<file path="src/rtl/alu_mc.sv">
// Multi-cycle ALU: single-cycle add/sub/logic/shift, iterative shift-add multiply
// and restoring divide, with valid/ready handshakes on both sides.
module alu_mc #(
    parameter int N = 32
) (
    input  logic         clk,
    input  logic         rst,
    input  logic         in_valid,
    output logic         in_ready,
    input  logic [2:0]   opcode,
    input  logic [N-1:0] operandA,
    input  logic [N-1:0] operandB,
    output logic         out_valid,
    input  logic         out_ready,
    output logic [N-1:0] result,
    output logic         C_Flag,
    output logic         O_Flag,
    output logic         N_Flag,
    output logic         Z_Flag
);
    localparam int CW = $clog2(N + 1);
    localparam int SW = $clog2(N);

    localparam logic [2:0] OP_ADD = 3'b000;
    localparam logic [2:0] OP_SUB = 3'b001;
    localparam logic [2:0] OP_MUL = 3'b010;
    localparam logic [2:0] OP_AND = 3'b011;
    localparam logic [2:0] OP_OR  = 3'b100;
    localparam logic [2:0] OP_DIV = 3'b101;
    localparam logic [2:0] OP_XOR = 3'b110;
    localparam logic [2:0] OP_SHL = 3'b111;

    typedef enum logic [1:0] {IDLE, BUSY, DONE} state_t;

    state_t        state, state_nxt;
    logic [CW-1:0] cnt;
    logic [2:0]    op_q;
    logic [N-1:0]  a_q, b_q, hi_q, lo_q;

    logic          accept, is_iter, last_iter;
    logic [N:0]    add_sum;
    logic [N-1:0]  sub_diff;
    logic [N-1:0]  sc_res;
    logic          sc_c, sc_o;

    logic [N:0]    mul_sel;
    logic [N:0]    div_shift;
    logic          div_ge;
    logic [N-1:0]  hi_nxt, lo_nxt;
    logic [N-1:0]  it_res;
    logic          it_o;

    logic [N-1:0]  fin_res;
    logic          fin_c, fin_o;

    assign accept    = (state == IDLE) && in_valid;
    assign is_iter   = (opcode == OP_MUL) || (opcode == OP_DIV);
    assign last_iter = (state == BUSY) && (cnt == CW'(1));

    always_ff @(posedge clk) begin
        if (rst) state <= IDLE;
        else     state <= state_nxt;
    end

    always_comb begin
        state_nxt = state;
        in_ready  = 1'b0;
        out_valid = 1'b0;
        case (state)
            IDLE: begin
                in_ready = 1'b1;
                if (in_valid) state_nxt = is_iter ? BUSY : DONE;
            end
            BUSY: begin
                if (cnt == CW'(1)) state_nxt = DONE;
            end
            DONE: begin
                out_valid = 1'b1;
                if (out_ready) state_nxt = IDLE;
            end
            default: state_nxt = IDLE;
        endcase
    end

    always_comb begin
        add_sum  = {1'b0, operandA} + {1'b0, operandB};
        sub_diff = operandA - operandB;
        sc_res   = '0;
        sc_c     = 1'b0;
        sc_o     = 1'b0;
        case (opcode)
            OP_ADD: begin
                sc_res = add_sum[N-1:0];
                sc_c   = add_sum[N];
                sc_o   = (operandA[N-1] == operandB[N-1]) && (add_sum[N-1] != operandA[N-1]);
            end
            OP_SUB: begin
                sc_res = sub_diff;
                sc_c   = (operandA >= operandB);
                sc_o   = (operandA[N-1] != operandB[N-1]) && (sub_diff[N-1] != operandA[N-1]);
            end
            OP_AND:  sc_res = operandA & operandB;
            OP_OR:   sc_res = operandA | operandB;
            OP_XOR:  sc_res = operandA ^ operandB;
            OP_SHL:  sc_res = operandA << operandB[SW-1:0];
            default: sc_res = '0;
        endcase
    end

    // hi/lo hold {partial product, multiplier} for mul, {remainder, dividend/quotient} for div
    always_comb begin
        mul_sel   = lo_q[0] ? ({1'b0, hi_q} + {1'b0, a_q}) : {1'b0, hi_q};
        div_shift = {hi_q, lo_q[N-1]};
        div_ge    = (div_shift >= {1'b0, b_q});
        if (op_q == OP_DIV) begin
            hi_nxt = div_ge ? (div_shift[N-1:0] - b_q) : div_shift[N-1:0];
            lo_nxt = {lo_q[N-2:0], div_ge};
        end else begin
            hi_nxt = mul_sel[N:1];
            lo_nxt = {mul_sel[0], lo_q[N-1:1]};
        end
        if (op_q == OP_DIV) begin
            it_res = (b_q == '0) ? '1 : lo_nxt;
            it_o   = (b_q == '0);
        end else begin
            it_res = lo_nxt;
            it_o   = |hi_nxt;
        end
    end

    always_comb begin
        fin_res = sc_res;
        fin_c   = sc_c;
        fin_o   = sc_o;
        if (state == BUSY) begin
            fin_res = it_res;
            fin_c   = 1'b0;
            fin_o   = it_o;
        end
    end

    always_ff @(posedge clk) begin
        if (rst) begin
            cnt    <= '0;
            op_q   <= '0;
            a_q    <= '0;
            b_q    <= '0;
            hi_q   <= '0;
            lo_q   <= '0;
            result <= '0;
            C_Flag <= 1'b0;
            O_Flag <= 1'b0;
            N_Flag <= 1'b0;
            Z_Flag <= 1'b0;
        end else if (accept) begin
            op_q <= opcode;
            a_q  <= operandA;
            b_q  <= operandB;
            if (is_iter) begin
                cnt  <= CW'(N);
                hi_q <= '0;
                lo_q <= (opcode == OP_MUL) ? operandB : operandA;
            end else begin
                result <= fin_res;
                C_Flag <= fin_c;
                O_Flag <= fin_o;
                N_Flag <= fin_res[N-1];
                Z_Flag <= (fin_res == '0);
            end
        end else if (state == BUSY) begin
            hi_q <= hi_nxt;
            lo_q <= lo_nxt;
            cnt  <= cnt - CW'(1);
            if (last_iter) begin
                result <= fin_res;
                C_Flag <= fin_c;
                O_Flag <= fin_o;
                N_Flag <= fin_res[N-1];
                Z_Flag <= (fin_res == '0);
            end
        end
    end
endmodule

</file>
<file path="config.mk">
export PLATFORM = sky130hd
export DESIGN_NAME = alu_mc
export DESIGN_NICKNAME = d
export VERILOG_FILES = /design/src/rtl/alu_mc.sv
export SDC_FILE = /design/constraint.sdc
export NUM_CORES = 1
export LEC_CHECK = 0
export ABC_AREA = 1
export BUFFER_PORTS_ARGS = -buffer_cell sky130_fd_sc_hd__buf_2
export CORE_MARGIN = 4
export CORE_UTILIZATION = 34
export DETAILED_ROUTE_END_ITERATION = 6
export PLACE_DENSITY = 0.6
export SLEW_MARGIN = 15
export SYNTH_ARGS = -nofsm -noshare
export SYNTH_HDL_FRONTEND = slang
export SYNTH_SLANG_ARGS = --single-unit
</file>
<file path="constraint.sdc">
create_clock -name clk -period 3.15 [get_ports clk]
set_input_delay 0.315 -clock clk [delete_from_list [all_inputs] [get_ports clk]]
set_output_delay 0.315 -clock clk [all_outputs]
set_load 0.005 [all_outputs]
</file>
; ---- After elaboration in Yosys (flattened, before gate mapping)
; Index checks and enable logic that the tools add are counted.
[totals]
wordCells = 108
latch_bits = 0
ram_bits = 0
mem_count = 0
mem_bits_ro = 0
out_inout_bits = 38
inputBits = 71
register_bits = 175
[op_classes]
reduce_logical = 15
shifts = 1
order_cmp = 2
muxes = 50
div_mod_pow = 0
mul = 0
n_addsub = 5
bitwise = 3
eq_ne = 20
[op_table]
columns = operator, count
row1 = 32-bit 2-to-1 mux, 17
row2 = 32-bit case mux with 6 select lines, 1
row3 = 32-bit by 32-bit adder with 33-bit output, 2
row4 = 32-bit zero test, 2
row5 = 32-bit subtractor, 2
row6 = 33-bit by 32-bit >= comparator with 1-bit output, 1
row7 = 33-bit 2-to-1 mux, 1
row8 = 32-bit bitwise AND, 1
row9 = 32-bit >= comparator, 1
row10 = 32-bit OR, 1
row11 = 32-bit OR reduction, 1
row12 = 32-bit by 5-bit left shift with 32-bit output, 1
row13 = 32-bit XOR, 1
row14 = 1-bit 2-to-1 mux, 21
row15 = 6-bit 2-to-1 mux, 3
row16 = "3-bit == test, second input constant", 5
row17 = 2-bit 2-to-1 mux, 4
row18 = "2-bit != test, second input constant", 4
row19 = "3-bit by 2-bit == test with 1-bit output, second input constant", 2
row20 = "6-bit by 1-bit == test with 1-bit output, second input constant", 1
row21 = 2-bit case mux with 3 select lines, 1
row22 = 3-bit AND reduction, 2
row23 = "6-bit by 1-bit subtractor with 6-bit output, second input constant", 1
row24 = 1-bit logical AND, 4
row25 = other kinds (12), 16

; ---- Longest topological paths before layout
; Gate-level depths: netlist of run 1.
[logic_depth]
ltp_word = 10
mapped_depth = 26

; ---- Least setup slack after synthesis of run 1
; Ideal clock, no wire load.
[synth_path]
path_kind = input to register
startpoint = in operandB[3]
endpoint = reg Z_Flag
n_path_buf = 3
setup_slack_ps = 378
t_required_ps = 3080
t_arrival_ps = 2701
cell_stages = 23
path_cell_list = clkbuf_1 inv_1 clkbuf_1 ha_1 clkbuf_2 inv_1 nor3_1 nand2_1 nand2_1 nand3_1 nand2_1 nand2_1 nand2_1 nand2_1 nand3_1 nand3_1 nand2_1 nand2_1 nor2_1 nand2_1 nor2_1 nand4_1 a21oi_1
[synth_between]
elab_chain_len = 7
word_cells_on_any_way = 13
cone_classes = add/sub (2) / shift (1) / mux (6) / bitwise (3) / reduce/logical (1)
[synth_rtl]
columns = item, line
row1 = from (decl), 12  ; input logic [N-1:0] operandB,
row2 = "32-bit subtractor, or another cell as far along", 87  ; sub_diff = operandA - operandB;
row3 = 32-bit case mux with 6 select lines *, 91  ; case (opcode)
row4 = 32-bit 2-to-1 mux *, 135  ; if (state == BUSY) begin
row5 = 32-bit zero test *, "168, 179"
row6 = 1-bit 2-to-1 mux, 174  ; if (last_iter) begin
row7 = 1-bit 2-to-1 mux, 170  ; end else if (state == BUSY) begin
row8 = 1-bit 2-to-1 mux *, 155  ; end else if (accept) begin
row9 = to (signal assigned), 168  ; Z_Flag <= (fin_res == '0);
row10 = to (signal assigned), 179  ; Z_Flag <= (fin_res == '0);
row11 = to (decl), 19  ; output logic Z_Flag
; Mark *: on every way between the ends. The rest lies on a longest branch, timed or not. The select of a mux whose other input is x is not followed.
; A chain may end at the register's enable or synchronous reset.

; ---- Final worst setup path of run 1
[layout_path]
startpoint = reg hi_q[7]
endpoint = reg O_Flag
[layout_between]
elab_chain_len = 9
word_cells_on_any_way = 13
cone_classes = add/sub (2) / order compare (1) / mux (9) / reduce/logical (1)
[layout_rtl]
columns = item, line
row1 = from (decl), 38  ; logic [N-1:0] a_q, b_q, hi_q, lo_q;
row2 = from (signal assigned), 171  ; hi_q <= hi_nxt;
row3 = "32-bit by 32-bit adder with 33-bit output, or another cell as far along", 112  ; mul_sel = lo_q[0] ? ({1'b0, hi_q} + {1'b0, a_q}) : {1'b0, hi_q};
row4 = 33-bit 2-to-1 mux or 32-bit 2-to-1 mux (tied branches), "112, 116"
row5 = 32-bit 2-to-1 mux *, 115  ; if (op_q == OP_DIV) begin
row6 = 32-bit OR reduction *, 127  ; it_o = |hi_nxt;
row7 = 1-bit 2-to-1 mux *, 122  ; if (op_q == OP_DIV) begin
row8 = 1-bit 2-to-1 mux *, 135
row9 = 1-bit 2-to-1 mux, 174
row10 = 1-bit 2-to-1 mux, 170
row11 = 1-bit 2-to-1 mux *, 155
row12 = to (signal assigned), 166  ; O_Flag <= fin_o;
row13 = to (signal assigned), 177  ; O_Flag <= fin_o;
row14 = to (decl), 17  ; output logic O_Flag,
; Marks and branches as above.

==> impl_metrics.env, run 1 <==
export IMPL_outcome="complete, no violations"
export IMPL_synth_cell_types=53
export IMPL_critPathMaxFanout=4
export IMPL_crit_type="reg -> reg"
export IMPL_ys_ff_latch=174
export IMPL_synth_seq_area_share=0.1652
export IMPL_cts_tree="built"
export IMPL_row_count=91
export IMPL_grt_overflow_total=0
export IMPL_ys_warn_count=0
export IMPL_final_period_utilization=0.9551
export IMPL_synth_adder_area_share=0.1106
export IMPL_grt_pass1_wl_um=154900
export IMPL_synth_top_area_frac=0.1946
export IMPL_cts_max_level=4
export IMPL_synth_fp_nets=4059
export IMPL_synth_avg_cell_area_um2=5.544
export IMPL_rsz0062_at_grt="true"
export IMPL_synth_area_um2=21090
export IMPL_period_needed_ns=3.009
export IMPL_area_growth_pct=25.70
export IMPL_grt_max_degree=96
export IMPL_start_util=0.3423
export IMPL_slew_viol_final=0
export IMPL_wl_per_cell_um=20.71
export IMPL_clock_latency_ns=0.49
export IMPL_antenna_found_initial=2
export IMPL_yosys_area_share_simple=0.3835
export IMPL_drt_total_wl_um=105400
export IMPL_fin_nets=4490
export IMPL_max_cap_violations=0
export IMPL_dp_cells=5050
export IMPL_design_core_area_um2=61600
export IMPL_synthArstFlopShare=0
export IMPL_syn_inst=3804
export IMPL_finalHoldViolCount=0
export IMPL_peakVddDrop_v=0.0004175
export IMPL_synth_compound_area_frac=0.2138
export IMPL_slew_headroom=0.2654
export IMPL_post_route_cells_drive_above_1_share=0.1667
export IMPL_finalSetupTns_ns=0
export IMPL_ioPinCount=109
export IMPL_drt_initial_drc_count=2813
export IMPL_clk_pin_slew_ns=0.08
export IMPL_dp_hpwl_um=88480
export IMPL_synth_top_cell_by_area="nand2_1"
export IMPL_leakagePower_nw=13.72
export IMPL_synth_xor_area_share=0.003323
export IMPL_finClkSkew_ns=0.01494
export IMPL_synth_edf_count=0
export IMPL_ys_flop_type="dfxtp_1"
export IMPL_synth_top_family_by_area="simple AND/OR/NAND/NOR gates"
export IMPL_drc_errors=0
export IMPL_die_w_um=257.0
export IMPL_vias_per_cell=5.325
export IMPL_dieHeight_um=257.0
export IMPL_worstMarginPinSlew_ns=1.101
export IMPL_powerDensity_nw_per_um2=333.3
export IMPL_required_ns=3.50
export IMPL_cts_sinks=174
export IMPL_dr_pass1_iters=6
export IMPL_worst_setup_path_start_kind="register"
export IMPL_die_area_um2=66070
export IMPL_cp_arrival_ns=3.36
export IMPL_fmax_mhz=332.4
export IMPL_numCtsBuffers=17
export IMPL_vias=27090
export IMPL_place_area_um2=25600
export IMPL_final_area_um2=26510
export IMPL_grt_usage=0.3075
export IMPL_grt_pass1_vias=25190
export IMPL_hold_class="in -> reg"
export IMPL_postRouteAntennaNets=0
export IMPL_clk_path_buf_depth=2
export IMPL_gp_congestion=1.004
export IMPL_end_kind="register"
export IMPL_report_final_setup_viol=0
export IMPL_power_total_mw=8.835
export IMPL_synthMuxAreaShare=0.001424
export IMPL_timing_hold_ws_ns=0.1622
export IMPL_fin_cells=5087
export IMPL_io_buffer_count=108
export IMPL_clockRootBuffer="clkbuf_16"
export IMPL_synth_area_leaders="nand2_1 (19%), dfxtp_1 (17%), ha_1 (11%)"
## path summary, 6_finish.rpt
| path | startpoint | endpoint | slack [ns] | cells after the start |
|---|---|---|---|---|
| setup / recovery | hi_q[7]$_SDFFE_PP0P_ | O_Flag$_SDFFE_PP0P_ | 0.14 | 22 |
| hold reg to reg | cnt[2]$_SDFFE_PP0P_ | cnt[2]$_SDFFE_PP0P_ | 0.48 | 2 |
| hold / removal | opcode[0] | op_q[0]$_SDFFE_PP0P_ | 0.16 | 3 |
| setup reg to reg | hi_q[7]$_SDFFE_PP0P_ | O_Flag$_SDFFE_PP0P_ | 0.14 | 22 |
## sequential cells by signal, summed over array words and instances (netlist names)
register / cells
a_q: 32
b_q: 32
hi_q: 32
lo_q: 32
result: 32
cnt: 6
op_q: 3
state: 2
C_Flag: 1
O_Flag: 1
Z_Flag: 1
## worst max-delay path, cell delays in order, from the launching register on
cell,delay (ns)
dfxtp_1,0.35
buf_4,0.17
ha_1,0.32
nand2_1,0.13
inv_1,0.09
a21oi_2,0.16
nor2_1,0.08
nor2_1,0.16
nand2_1,0.12
nand3_1,0.16
nand2_1,0.08
nand2_1,0.06
nand3_1,0.09
nand2_1,0.09
nand2_1,0.07
nor2_1,0.11
nand2_1,0.08
nor2_2,0.14
nand3_2,0.12
nand2_1,0.10
nand2_1,0.06
nand2_1,0.06
a21oi_1,0.06
## layer usage
layer	GRT usage	vias to the layer above	share of wire
li1	-	13300	-
met1	0.4079	12400	0.42
met2	0.4869	1154	0.44
met3	0.04527	238	0.081
met4	0.1555	2	0.058
met5	0	-	0.000076
## cell families (layout without fill, tap and decap cells)
kind of cell / after synthesis / count (layout)
other cells: 0 / 2
mux: 3 / 3
buf+inv: 665 / 1109
xor+xnor: 8 / 8
fa+ha+maj: 184 / 184
compound gates: 825 / 825
flops: 174 / 174
simple gates: 1945 / 1945
## cell type report
cell class | instances | area [µm²]
diodes | 2 | 5.005
clock buffers | 17 | 425.4
clock inverters | 15 | 186.4
fillers | 6844 | 35090
inverters | 501 | 1883
multi-input cells | 2965 | 15290
flip-flops and latches | 174 | 3495
well taps | 837 | 1047
repair buffers | 576 | 4170
## where the power goes
group / total [mW] / internal, mW / switching [mW]
combinational: 4.15 / 1.52 / 2.63
clock: 2.20 / 1.08 / 1.12
sequential: 2.49 / 2.38 / 0.110
## cells in the mapped netlist (2+ instances only)
| cell type | count |
|---|---|
| or2_2 | 9 |
| nand2_1 | 1093 |
| nor2_1 | 370 |
| or2_0 | 2 |
| o21a_1 | 6 |
| clkbuf_1 | 109 |
| a21oi_1 | 340 |
| a21o_1 | 6 |
| o21ai_0 | 326 |
| o21bai_1 | 37 |
| nor2_2 | 6 |
| o22ai_1 | 24 |
| clkinv_1 | 2 |
| inv_1 | 493 |
| a31oi_1 | 13 |
| nand3b_1 | 11 |
| o211ai_1 | 28 |
| ha_1 | 180 |
| and3_1 | 3 |
| nor4_1 | 5 |
| fa_1 | 4 |
| buf_6 | 4 |
| nor3_1 | 29 |
| a21oi_2 | 6 |
| clkbuf_2 | 2 |
| nand2_4 | 2 |
| o2111ai_1 | 3 |
| buf_4 | 2 |
| a21boi_0 | 2 |
| xor2_1 | 5 |
| nand4_1 | 46 |
| dfxtp_1 | 174 |
| o21ai_1 | 4 |
| mux2i_1 | 3 |
| a211oi_1 | 6 |
| buf_1 | 15 |
| a221oi_1 | 18 |
| xnor2_1 | 3 |
| o31ai_1 | 2 |
| and2_1 | 3 |
| inv_2 | 6 |
| nand2_2 | 4 |
| nand3_1 | 355 |
| buf_2 | 32 |
| nor2_4 | 3 |
## stage by stage
stage / worst slack [ns] / utilization
2_1_floorplan: 0.3784 / -
3_3_place_gp: -0.1961 / 0.4156
3_5_place_dp: -0.1744 / 0.4156
4_1_cts: 0.01197 / 0.4255
5_1_grt: -0.06340 / 0.4302
6_report: 0.1413 / 0.4303
## cells in the final DEF, fill, tap and decap left out, types with 5 or more instances in the layout
master     instances
ha_4              11
a31oi_1           13
o21bai_1          37
inv_2             11
nor4_1             5
clkbuf_16         17
ha_2               6
a21o_1             6
o211ai_1          28
buf_2            108
nand3b_1          11
o21ai_0          325
o21ai_1            5
or2_2              9
a221oi_1          18
nor2_1           362
clkinv_8           5
nor2_4             7
nand2_1         1079
nand2_2           17
a21oi_1          338
dfxtp_2            9
ha_1             163
xor2_1             5
o21a_1             6
a21oi_2            8
nor3_1            27
buf_12             9
nand3_1          354
o22ai_1           24
inv_1            487
buf_4            458
nand4_1           46
a211oi_1           6
nor2_2            10
dfxtp_1          165
## what timing repair did
action	in CTS	in global routing
endpoints found under the setup margin	1	2
resized for setup	1	58
pin swaps	0	8
hold buffers	0	0
buffers inserted	0	3
cloned	0	0
hold endpoints to repair	0	0
Note: power is estimated with default switching activity, not from simulation.
==> inputs of run 2 (changes only) <==
--- a/config.mk
+++ b/config.mk
@@ -7,7 +7,7 @@
 export LEC_CHECK = 0
 export ABC_AREA = 1
 export BUFFER_PORTS_ARGS = -buffer_cell sky130_fd_sc_hd__buf_2
-export CORE_MARGIN = 4
+export CORE_MARGIN = 10
 export CORE_UTILIZATION = 34
 export DETAILED_ROUTE_END_ITERATION = 6
 export PLACE_DENSITY = 0.6
==> run 2 against run 1 <==
Against the previous run: count of clock-buffer cells in the layout did not move; final cell count grew 0.86%; maximum frequency fell by 1.1%.
==> impl_metrics.env, run 2 (same netlist as run 1, synthesis figures left out) <==
export IMPL_ioPinCount=109
export IMPL_powerDensity_nw_per_um2=340.6
export IMPL_vias=27490
export IMPL_cts_tree="built"
export IMPL_wl_met1_um=48640
export IMPL_clockRootBuffer="clkbuf_16"
export IMPL_highest_layer="met5"
export IMPL_rr_endpoint="Z_Flag$_SDFFE_PP0P_"
export IMPL_cp_arrival_ns=3.47
export IMPL_r2r_worst_path_cells=21
export IMPL_grt_pass1_wl_um=162100
export IMPL_worst_setup_path_start_kind="register"
export IMPL_critPathMaxFanout=5
export IMPL_clk_path_buf_depth=2
export IMPL_dr_pass1_iters=6
export IMPL_wl_per_cell_um=21.82
export IMPL_vias_per_cell=5.358
export IMPL_hold_end="state[1]$_SDFFE_PP0P_"
export IMPL_dp_cells=5088
export IMPL_slew_viol_final=0
export IMPL_fmax_mhz=328.8
export IMPL_n_fill_cell=6789
export IMPL_gp_congestion=1.039
export IMPL_fin_util=0.4409
export IMPL_grt_overflow_total=0
export IMPL_end_kind="register"
export IMPL_fin_cells=5131
export IMPL_numCtsBuffers=17
export IMPL_worstReg2RegStart="b_q[26]$_SDFFE_PP0P_"
export IMPL_dp_hpwl_um=91900
export IMPL_start_util=0.3423
export IMPL_clock_latency_ns=0.54
export IMPL_report_final_setup_viol=0
export IMPL_required_ns=3.58
export IMPL_leakagePower_nw=13.97
export IMPL_met2RoutedLength_um=50470
export IMPL_drc_errors=0
export IMPL_dieHeight_um=269.0
export IMPL_postRouteAntennaNets=0
export IMPL_route_met3_wl_um=8064
export IMPL_slew_headroom=0.4135
export IMPL_post_route_cells_drive_above_1_share=0.1869
export IMPL_finalHoldViolCount=0
export IMPL_antenna_found_initial=5
export IMPL_worstHoldPathCells=4
export IMPL_cts_sinks=174
export IMPL_design_core_area_um2=61600
export IMPL_io_buffer_count=108
export IMPL_grt_usage=0.3018
export IMPL_die_area_um2=72390
export IMPL_peakVddDrop_v=0.0003726
export IMPL_grt_pass1_vias=25580
export IMPL_worstHoldStart="out_ready"
export IMPL_row_count=91
export IMPL_r2r_slack_ns=0.11
export IMPL_grt_max_degree=99
export IMPL_drt_total_wl_um=112000
export IMPL_clk_pin_slew_ns=0.07
export IMPL_fin_nets=4533
export IMPL_die_w_um=269.0
export IMPL_period_needed_ns=3.042
export IMPL_final_common_cell="nand2_1"
export IMPL_timing_hold_ws_ns=0.1492
export IMPL_cts_max_level=4
export IMPL_worstMarginPinSlew_ns=0.8798
export IMPL_final_period_utilization=0.9656
export IMPL_area_growth_pct=28.80
export IMPL_hold_class="in -> reg"
export IMPL_finalSetupTns_ns=0
export IMPL_max_cap_violations=0
export IMPL_outcome="complete, no violations"
export IMPL_crit_type="reg -> reg"
export IMPL_cts_hold_buf=0
export IMPL_finClkSkew_ns=0.04031
export IMPL_final_cell_mix="nand2_1 (1075), buf_4 (493), inv_1 (468)"
export IMPL_drt_initial_drc_count=2625
run 2: cell types whose count changed in the layout (fill, tap and decap cells not counted), moves of 5 or more:
cell     before  now
buf_12        9   14
inv_2        11   31
ha_4         11   27
ha_1        163  151
buf_4       458  493
inv_1       487  468
dfxtp_2       9   20
dfxtp_1     165  154
run 2: worst max path at each step:
stage                          from             endpoint
2_1_floorplan           operandB[3]  Z_Flag$_SDFFE_PP0P_
3_3_place_gp           operandA[11]  Z_Flag$_SDFFE_PP0P_
3_5_place_dp            operandA[0]  Z_Flag$_SDFFE_PP0P_
4_1_cts         b_q[6]$_SDFFE_PP0P_  Z_Flag$_SDFFE_PP0P_
5_1_grt        b_q[26]$_SDFFE_PP0P_  Z_Flag$_SDFFE_PP0P_
6_report       b_q[26]$_SDFFE_PP0P_  Z_Flag$_SDFFE_PP0P_
run 2: report_power, final:
part	switching (mW)	total, mW	internal, mW	leakage, nW
combinational	2.72	4.34	1.62	12.2
clock	1.15	2.42	1.28	0.302
sequential	0.113	2.49	2.38	1.44
run 2: repair_timing:
item / in CTS / in global routing
setup buffers: 3 / 4
resized for setup: 6 / 111
pin swaps: 4 / 13
gates cloned: 1 / 0
setup endpoints to repair: 2 / 2
run 2: cell type report:
type	instances	area (µm²)	area share
clock buffers	17	425.4	0.01566
flip-flops and latches	174	3508	0.1292
multi-input cells	2966	15530	0.5718
repair buffers	618	4556	0.1677
clock inverters	15	205.2	0.007555
diodes	3	7.507	0.0002764
well taps	837	1047	0.03856
inverters	501	1881	0.06924
run 2: per-stage QoR:
stage / cell area, µm² / worst slack (ns) / total power, mW
after floorplan: 21090 / 0.3784 / 4.674
after global placement: 25940 / -0.2742 / 6.650
after detailed placement: 25940 / -0.2878 / 6.638
after CTS: 26650 / 0.00003753 / 9.084
after global routing: 27150 / -0.02835 / 9.716
final: 27160 / 0.1083 / 9.251
run 2: critical path: stages, from the launching register on:
cell,delay [ns]
dfxtp_1,0.34
inv_1,0.08
ha_4,0.26
nand2_1,0.06
nand2_1,0.08
nand2_1,0.07
nand2_1,0.08
a21oi_2,0.18
nand2_2,0.08
nor2_4,0.32
nand3_4,0.17
o21ai_2,0.10
nand2_1,0.07
nand2_2,0.07
nand2_2,0.08
nor2_2,0.12
buf_6,0.12
nand3_2,0.09
nor2_4,0.19
buf_4,0.14
nand4_1,0.10
a21oi_2,0.14
run 2: per-layer routing:
metal	global-route usage	up-vias
met5	0	-
met4	0.1281	4
met3	0.04057	186
met2	0.4916	1120
met1	0.3933	12790
li1	-	13390
